**src/rtl/display_scanner.sv**
```systemverilog
// ---------------------------------------------------------------------------
// display_scanner
//
// Time-multiplexed scanner for a 4-digit common-anode 7-segment display.
// Once per scan frame it snapshots four BCD digits and a per-digit blink mask.
// It then presents one digit at a time as a 4-bit code (0-9, or 10 = dark)
// together with the matching active-low anode strobe. Codes above 10 are never
// emitted because the downstream decoder has no defined output for them.
//
// Parameters:
//   REFRESH_DIV  clock cycles per digit slot (>= GUARD+2)
//   GUARD        leading cycles of each slot with all anodes off (>= 1)
//   BLINK_DIV    slot ticks per blink half-period (>= 1)
//
// Ports:
//   clk          system clock
//   rst          synchronous, active-high reset
//   d0..d3       input digits, d0 = rightmost (anode 0), d3 = leftmost (anode 3)
//   blink_mask   bit i set = digit i blinks
//   digit        registered code for the decoder: 0-9 or 10 (blank)
//   an           registered anode enables, active-low, at most one low
//   frame_start  registered one-cycle pulse when a new snapshot is loaded
//
// Build option:
//   DISPLAY_SCANNER_LZB_EN  when defined, a leading zero in d3 is shown blank
// ---------------------------------------------------------------------------
module display_scanner #(
    parameter int REFRESH_DIV = 50000,
    parameter int GUARD       = 500,
    parameter int BLINK_DIV   = 250
) (
    input  logic       clk,
    input  logic       rst,
    input  logic [3:0] d0,
    input  logic [3:0] d1,
    input  logic [3:0] d2,
    input  logic [3:0] d3,
    input  logic [3:0] blink_mask,
    output logic [3:0] digit,
    output logic [3:0] an,
    output logic       frame_start
);

    localparam int PRE_W  = $clog2(REFRESH_DIV);
    localparam int BCNT_W = (BLINK_DIV > 1) ? $clog2(BLINK_DIV) : 1;

    localparam logic [PRE_W-1:0]  PRE_MAX   = PRE_W'(REFRESH_DIV - 1);
    localparam logic [PRE_W-1:0]  GUARD_END = PRE_W'(GUARD);
    localparam logic [BCNT_W-1:0] BCNT_MAX  = BCNT_W'(BLINK_DIV - 1);
    localparam logic [3:0]        BLANK     = 4'd10;

    logic [PRE_W-1:0]  pre_q, pre_d;
    logic [1:0]        slot_q, slot_d;
    logic [BCNT_W-1:0] bcnt_q, bcnt_d;
    logic              bph_q, bph_d;
    logic [3:0][3:0]   frame_q, frame_d;
    logic [3:0]        fmask_q, fmask_d;
    logic [3:0]        digit_q, digit_d;
    logic [3:0]        an_q, an_d;
    logic              frame_start_q, frame_start_d;

    logic slot_tick;
    logic snap;

    // Anything outside BCD is stored as the blank code so the decoder never
    // sees 11-15.
    function automatic logic [3:0] sanitize(input logic [3:0] value);
        return (value > 4'd9) ? BLANK : value;
    endfunction

    always_comb begin
        slot_tick = (pre_q == PRE_MAX);
        snap      = slot_tick && (slot_q == 2'd3);

        pre_d  = slot_tick ? '0 : pre_q + 1'b1;
        slot_d = slot_tick ? slot_q + 2'd1 : slot_q;

        bcnt_d = bcnt_q;
        bph_d  = bph_q;
        if (slot_tick) begin
            if (bcnt_q == BCNT_MAX) begin
                bcnt_d = '0;
                bph_d  = ~bph_q;
            end else begin
                bcnt_d = bcnt_q + 1'b1;
            end
        end

        // Inputs are only looked at on the 3->0 tick, so a frame never tears.
        frame_d = frame_q;
        fmask_d = fmask_q;
        if (snap) begin
            frame_d[0] = sanitize(d0);
            frame_d[1] = sanitize(d1);
            frame_d[2] = sanitize(d2);
            frame_d[3] = sanitize(d3);
            fmask_d    = blink_mask;
        end

        frame_start_d = snap;

        // Computed from the current slot state, so the registered digit switches
        // on the same edge that the new slot's guard interval starts.
        if (bph_q && fmask_q[slot_q]) begin
            digit_d = BLANK;
        end
`ifdef DISPLAY_SCANNER_LZB_EN
        else if ((slot_q == 2'd3) && (frame_q[3] == 4'd0)) begin
            digit_d = BLANK;
        end
`endif
        else begin
            digit_d = frame_q[slot_q];
        end

        if (pre_q < GUARD_END) begin
            an_d = 4'b1111;
        end else begin
            an_d = ~(4'b0001 << slot_q);
        end
    end

    always_ff @(posedge clk) begin
        if (rst) begin
            pre_q         <= '0;
            slot_q        <= 2'd3;
            bcnt_q        <= '0;
            bph_q         <= 1'b0;
            frame_q       <= {4{BLANK}};
            fmask_q       <= 4'b0000;
            digit_q       <= BLANK;
            an_q          <= 4'b1111;
            frame_start_q <= 1'b0;
        end else begin
            pre_q         <= pre_d;
            slot_q        <= slot_d;
            bcnt_q        <= bcnt_d;
            bph_q         <= bph_d;
            frame_q       <= frame_d;
            fmask_q       <= fmask_d;
            digit_q       <= digit_d;
            an_q          <= an_d;
            frame_start_q <= frame_start_d;
        end
    end

    assign digit       = digit_q;
    assign an          = an_q;
    assign frame_start = frame_start_q;

endmodule
```
**config.mk**
```make
export PLATFORM = sky130hd
export DESIGN_NAME = display_scanner
export DESIGN_NICKNAME = d
export VERILOG_FILES = /design/src/rtl/display_scanner.sv
export SDC_FILE = /design/constraint.sdc
export NUM_CORES = 1
export LEC_CHECK = 0
export CAP_MARGIN = 20
export CORE_MARGIN = 4
export CORE_UTILIZATION = 59
export DETAILED_ROUTE_END_ITERATION = 8
export PLACE_DENSITY = 0.84
export RECOVER_POWER = 50
export SLEW_MARGIN = 20
export SYNTH_ARGS = -nofsm -noshare
export SYNTH_HDL_FRONTEND = slang
export SYNTH_SLANG_ARGS = --single-unit
```
**constraint.sdc**
```tcl
create_clock -name clk -period 3.18 [get_ports clk]
set_input_delay 0.636 -clock clk [delete_from_list [all_inputs] [get_ports clk]]
set_output_delay 0.636 -clock clk [all_outputs]
set_load 0.05 [all_outputs]
```
Yosys cells after proc, flatten, opt, wreduce, memory -nomap -nowiden
Index checks and enable logic that the tools add are counted.
- register bits after elaboration: 56
- input port bits: 22
- word-level logic and storage cells: 42
- output and inout bits: 9
- bitwise gates (word level): 2
- shift operators: 1
- muxes and demuxes: 9
- order comparisons: 6
- reduce and logical (&&, ||, !) cells: 6
- add/subtract/negate cells: 3
- eq/ne operators: 3
- operator list (kind ; number):
    $mux W4 ; 5
    $add A16 B1 Y16 const B ; 1
    $eq A16 B16 Y1 const B ; 1
    $gt A4 B4 Y1 const B ; 4
    $lt A16 B9 Y1 const B ; 1
    $add A8 B1 Y8 const B ; 1
    $bmux W4 S2 ; 1
    $eq A8 B8 Y1 const B ; 1
    $mux W8 ; 1
    $reduce_or A2 Y1 ; 3
    $not A4 Y4 ; 1
    $shl A1 B2 Y4 const A ; 1
    $lt A2 B3 Y1 const B ; 1
    $add A2 B1 Y2 const B ; 1
    $bmux W1 S2 ; 1
    $eq A2 B2 Y1 const B ; 1
    $logic_and A1 B1 Y1 ; 2
    $reduce_and A2 Y1 ; 1
    $mux W1 ; 1
    $not A1 Y1 ; 1

Longest topological paths before layout
- depth after elaboration: 4
- mapped depth: 7

Worst setup path before layout
No wires, ideal clock.
- path kind: register to register
- from: register pre_q[13]
- to: register frame_q[11] (netlist bit)
- required time: 3.060 ns
- setup time: 0.120 ns
- path buffers: 1
- arrival time: 1.763 ns
- slack: 1.297 ns
- stages on the path, launching flop included: 6
- path through: dfxtp_1 > or4_4 > nor4_4 > buf_6 > nand2_4 > a211o_1
- cells in the longest elaborated chain, start to end: 2
- RTL lines (element ; line ; RTL):
    from (decl) ; 52 ; logic [PRE_W-1:0] pre_q, pre_d;
    from (signal assigned) ; 135 ; pre_q <= pre_d;
    $eq A16 B16 Y1 ; 72 ; slot_tick = (pre_q == PRE_MAX);
    $logic_and A1 B1 Y1 ; 73 ; snap = slot_tick && (slot_q == 2'd3);
    to (signal assigned) ; 129 ; frame_q <= {4{BLANK}};
    to (signal assigned) ; 139 ; frame_q <= frame_d;
    to (decl) ; 56 ; logic [3:0][3:0] frame_q, frame_d;
No other way between the ends.
A chain may end at the register's enable or synchronous reset.

Worst setup path in the final report
- from: input port rst
- to: register digit_q[2] (netlist: digit[2])
- cells in the longest elaborated chain, start to end: 1
- RTL lines (element ; line ; RTL):
    from (decl) ; 33 ; input logic rst,
    $reduce_or A2 Y1 (no line) ; -- ;
    to (signal assigned) ; 141 ; digit_q <= digit_d;
    to (decl) ; 58 ; logic [3:0] digit_q, digit_d;
No other way between the ends.

==> reports/metrics.yaml <==
startpoint_type: "primary input"
synth_cell_types: 44
cp_data_required_time_ns: 3.38
route.detailed.drc: 0
critical_path_class: "primary input to register"
syn_avg_cell_area_um2: 9.359
dp_slack_ns: 0.8276
outcome: "finished clean"
ir_drop_uv: 264.6
slowest_stage: "clkbuf_1"
dp_hpwl_um: 3985
ant_nets: 0
arrival_ns: 2.84
fp-row-count: 23
drt_iter0_drc: 135
postSynthCellCount: 273
relSlewSlack_pct: 25.61
synth_seq_area_share_pct: 43.88
seqPwrFrac_pct: 59.0
drive_gt1_share_pct: 5.369
maxSlewViolCount: 0
cp_top_family: "buffers and inverters"
die_height_um: 73.81
p_sw_share_pct: 20.00
cellLeakagePower_nw: 1.022
cp_num_buf_inv: 2
rsz0062_at_grt: "no"
core_mm2: 0.004086
cts_setup_buffers: 0
synthFlopType: "dfxtp_1"
synth.area.top_cells: "dfxtp_1 (44%), a21oi_1 (4.9%), mux4_2 (4.4%)"
cts_tree: "built"
h-tree-depth: 2
grt_use_total_pct: 21.11
fin_skew_ns: 0.009313
setup_viol: 0
synth_top_area_cell: "dfxtp_1"
async_flop_share_pct: 0
design.die.area_mm2: 0.005447
syn_to_final_growth_pct: 15.52
hp-class: "register to register"
diodes: 0
hold_violations: 0
p_per_area_mw_per_mm2: 406.1
num_vias: 2143
first_global_vias: 1937
fp.dieW_um: 73.81
power_frac_comb_pct: 4.3
grt_max_degree: 28
fmax_ghz: 0.3784
synth_warnings: 0
nFillCells: 320
layout_min_cycle_time_ns: 2.643
syn_nets: 302
cp-end-kind: "register"
ys_ff_latch: 56
ios: 31
yosysTopAreaCellShare_pct: 43.88
period_share_pct: 83.11
cts_resized: 0
worstPathMaxFanout: 27
layout_setup_ws_ns: 0.5372
grt_first_pass_wirelength_um: 9004
wl_per_cell_um: 15.56
nets: 328
drt_first_pass_iters: 4
syn_area_mm2: 0.002555
place_congestion: 0.8223
cts_inserted_buffers: 5
clockRootBuffer: "clkbuf_8"
io_buffers: 30
setup_tns_ns: 0
cpPeakStageDelay_ns: 0.88
synth_edf_count: 0
maxCapViolCount: 0
clkPwrFrac_pct: 36.7
worst_slew_pin_slew_ns: 1.116
clk_pin_slew_ns: 0.09
clock_sink_count: 56
cts_hold_buf: 0
clk_path_buf_depth: 2
insertion_delay_ns: 0.31
vias_per_cell: 6.158
grt_overflow: 0
wl_um: 5416
antenna_found_initial: 0
path_cells: "dlygate4sd3_1, clkbuf_1, a21oi_1, and2_0"
initial_utilization_pct: 62.52
p_int_w: 0.0009590
p_sw_w: 0.0002398
==> Yosys cell counts, types with 3 or more instances <==
cell,instances
mux4_2,5
ha_1,7
nand4_1,9
and4_1,4
a21oi_1,25
inv_1,7
or4_1,3
a211o_1,4
nor2_1,18
xnor2_1,7
nand2_1,18
nand3_1,10
mux2i_1,4
a211oi_1,4
clkbuf_1,11
nor4_1,3
o31ai_1,3
dfxtp_1,56
nand4b_1,6
or3_1,5
o21ai_0,22
xor2_1,5
nor3_1,4
and3_1,7
==> stage by stage <==
step                hold WS (ns)  instance area (µm²)  utilization [%]  instances  power [W]
finish                    0.4511                 2952            72.23        348   0.001199
global route              0.4876                 2952            72.23        348   0.001240
CTS                       0.4548                 2969            72.66        348   0.001205
detailed placement        0.4405                 2870            70.24        342  0.0007760
global placement          0.4307                 2870            70.24        342  0.0007755
floorplan                 0.4175                 2555                -        273  0.0007407
==> kinds of logic after synthesis <==
family,share of synthesized area (%)
AO/OA/AOI/OAI,14.74
XOR/XNOR,4.114
adder cells (fa/ha/maj),3.428
buffers and inverters,4.065
flip-flops,43.88
multiplexers,5.975
AND/OR/NAND/NOR,23.80
==> area by class of cell <==
type | instances | area [µm²] | area share (%)
multi-input combinational | 195 | 1320 | 44.72
sequential | 56 | 1121 | 37.98
timing repair buffer | 34 | 322.8 | 10.94
clock buffer | 5 | 68.82 | 2.331
tap | 50 | 62.56 | 2.120
clock inverter | 1 | 30.03 | 1.017
inverter | 7 | 26.28 | 0.8902
==> power groups by stage <==
| stage | combinational (W) | clock (W) | sequential [W] |
|---|---|---|---|
| floorplan | 0.0000181 | 0 | 0.000723 |
| global placement | 0.0000523 | 0 | 0.000723 |
| detailed placement | 0.0000527 | 0 | 0.000723 |
| CTS | 0.0000530 | 0.000446 | 0.000707 |
| global route | 0.0000566 | 0.000476 | 0.000708 |
| finish | 0.0000521 | 0.000440 | 0.000707 |
==> path summary, 6_finish.rpt <==
| path | from | endpoint | slack, ns | cells after the start |
|---|---|---|---|---|
| setup / recovery | rst | digit[2]$_SDFF_PP0_ | 0.54 | 4 |
| hold / removal | pre_q[0]$_SDFF_PP0_ | pre_q[0]$_SDFF_PP0_ | 0.45 | 1 |
| setup reg to reg | pre_q[13]$_SDFF_PP0_ | fmask_q[0]$_SDFFE_PP0P_ | 0.71 | 5 |
| hold reg to reg | pre_q[0]$_SDFF_PP0_ | pre_q[0]$_SDFF_PP0_ | 0.45 | 1 |
==> worst register-to-register path, delay by kind of cell (launching register included) <==
kind	cells	cell delay (ns)
AOI/OAI and AO/OA	1	0.15
buffers and inverters	1	0.28
and+or+nand+nor	3	1.60
DFF	1	0.35
==> registers in the layout, indices dropped and copies added (netlist names) <==
| name | cells |
|---|---|
| frame_q | 16 |
| pre_q | 16 |
| bcnt_q | 8 |
| an | 4 |
| digit | 4 |
| fmask_q | 4 |
| slot_q | 2 |
| bph_q | 1 |
| frame_start | 1 |
==> per-layer routing <==
layer	vias up	global-route usage [%]	wire length [µm]
met2	63	31.79	2557
li1	1058	-	-
met1	1013	29.51	2424
met5	-	0	0
met4	0	7.042	75
met3	9	5.198	359
==> cell usage in the layout (no fill, tap or decap), types with 4 or more instances in the layout <==
cell type / n
o21ai_0: 22
inv_1: 7
dlygate4sd3_1: 10
and4_1: 4
clkdlybuf4s50_1: 20
nor4_1: 4
and3_1: 7
nor2_1: 18
or4_1: 4
nand3_1: 10
a21oi_1: 25
dfxtp_1: 56
a211oi_1: 4
xor2_1: 5
mux2i_1: 4
clkbuf_8: 5
ha_1: 7
nor3_1: 4
a211o_1: 4
mux4_2: 5
nand4_1: 9
nand4b_1: 6
or3_1: 5
nand2_1: 18
xnor2_1: 7
Power figures use the tool's default switching activity.
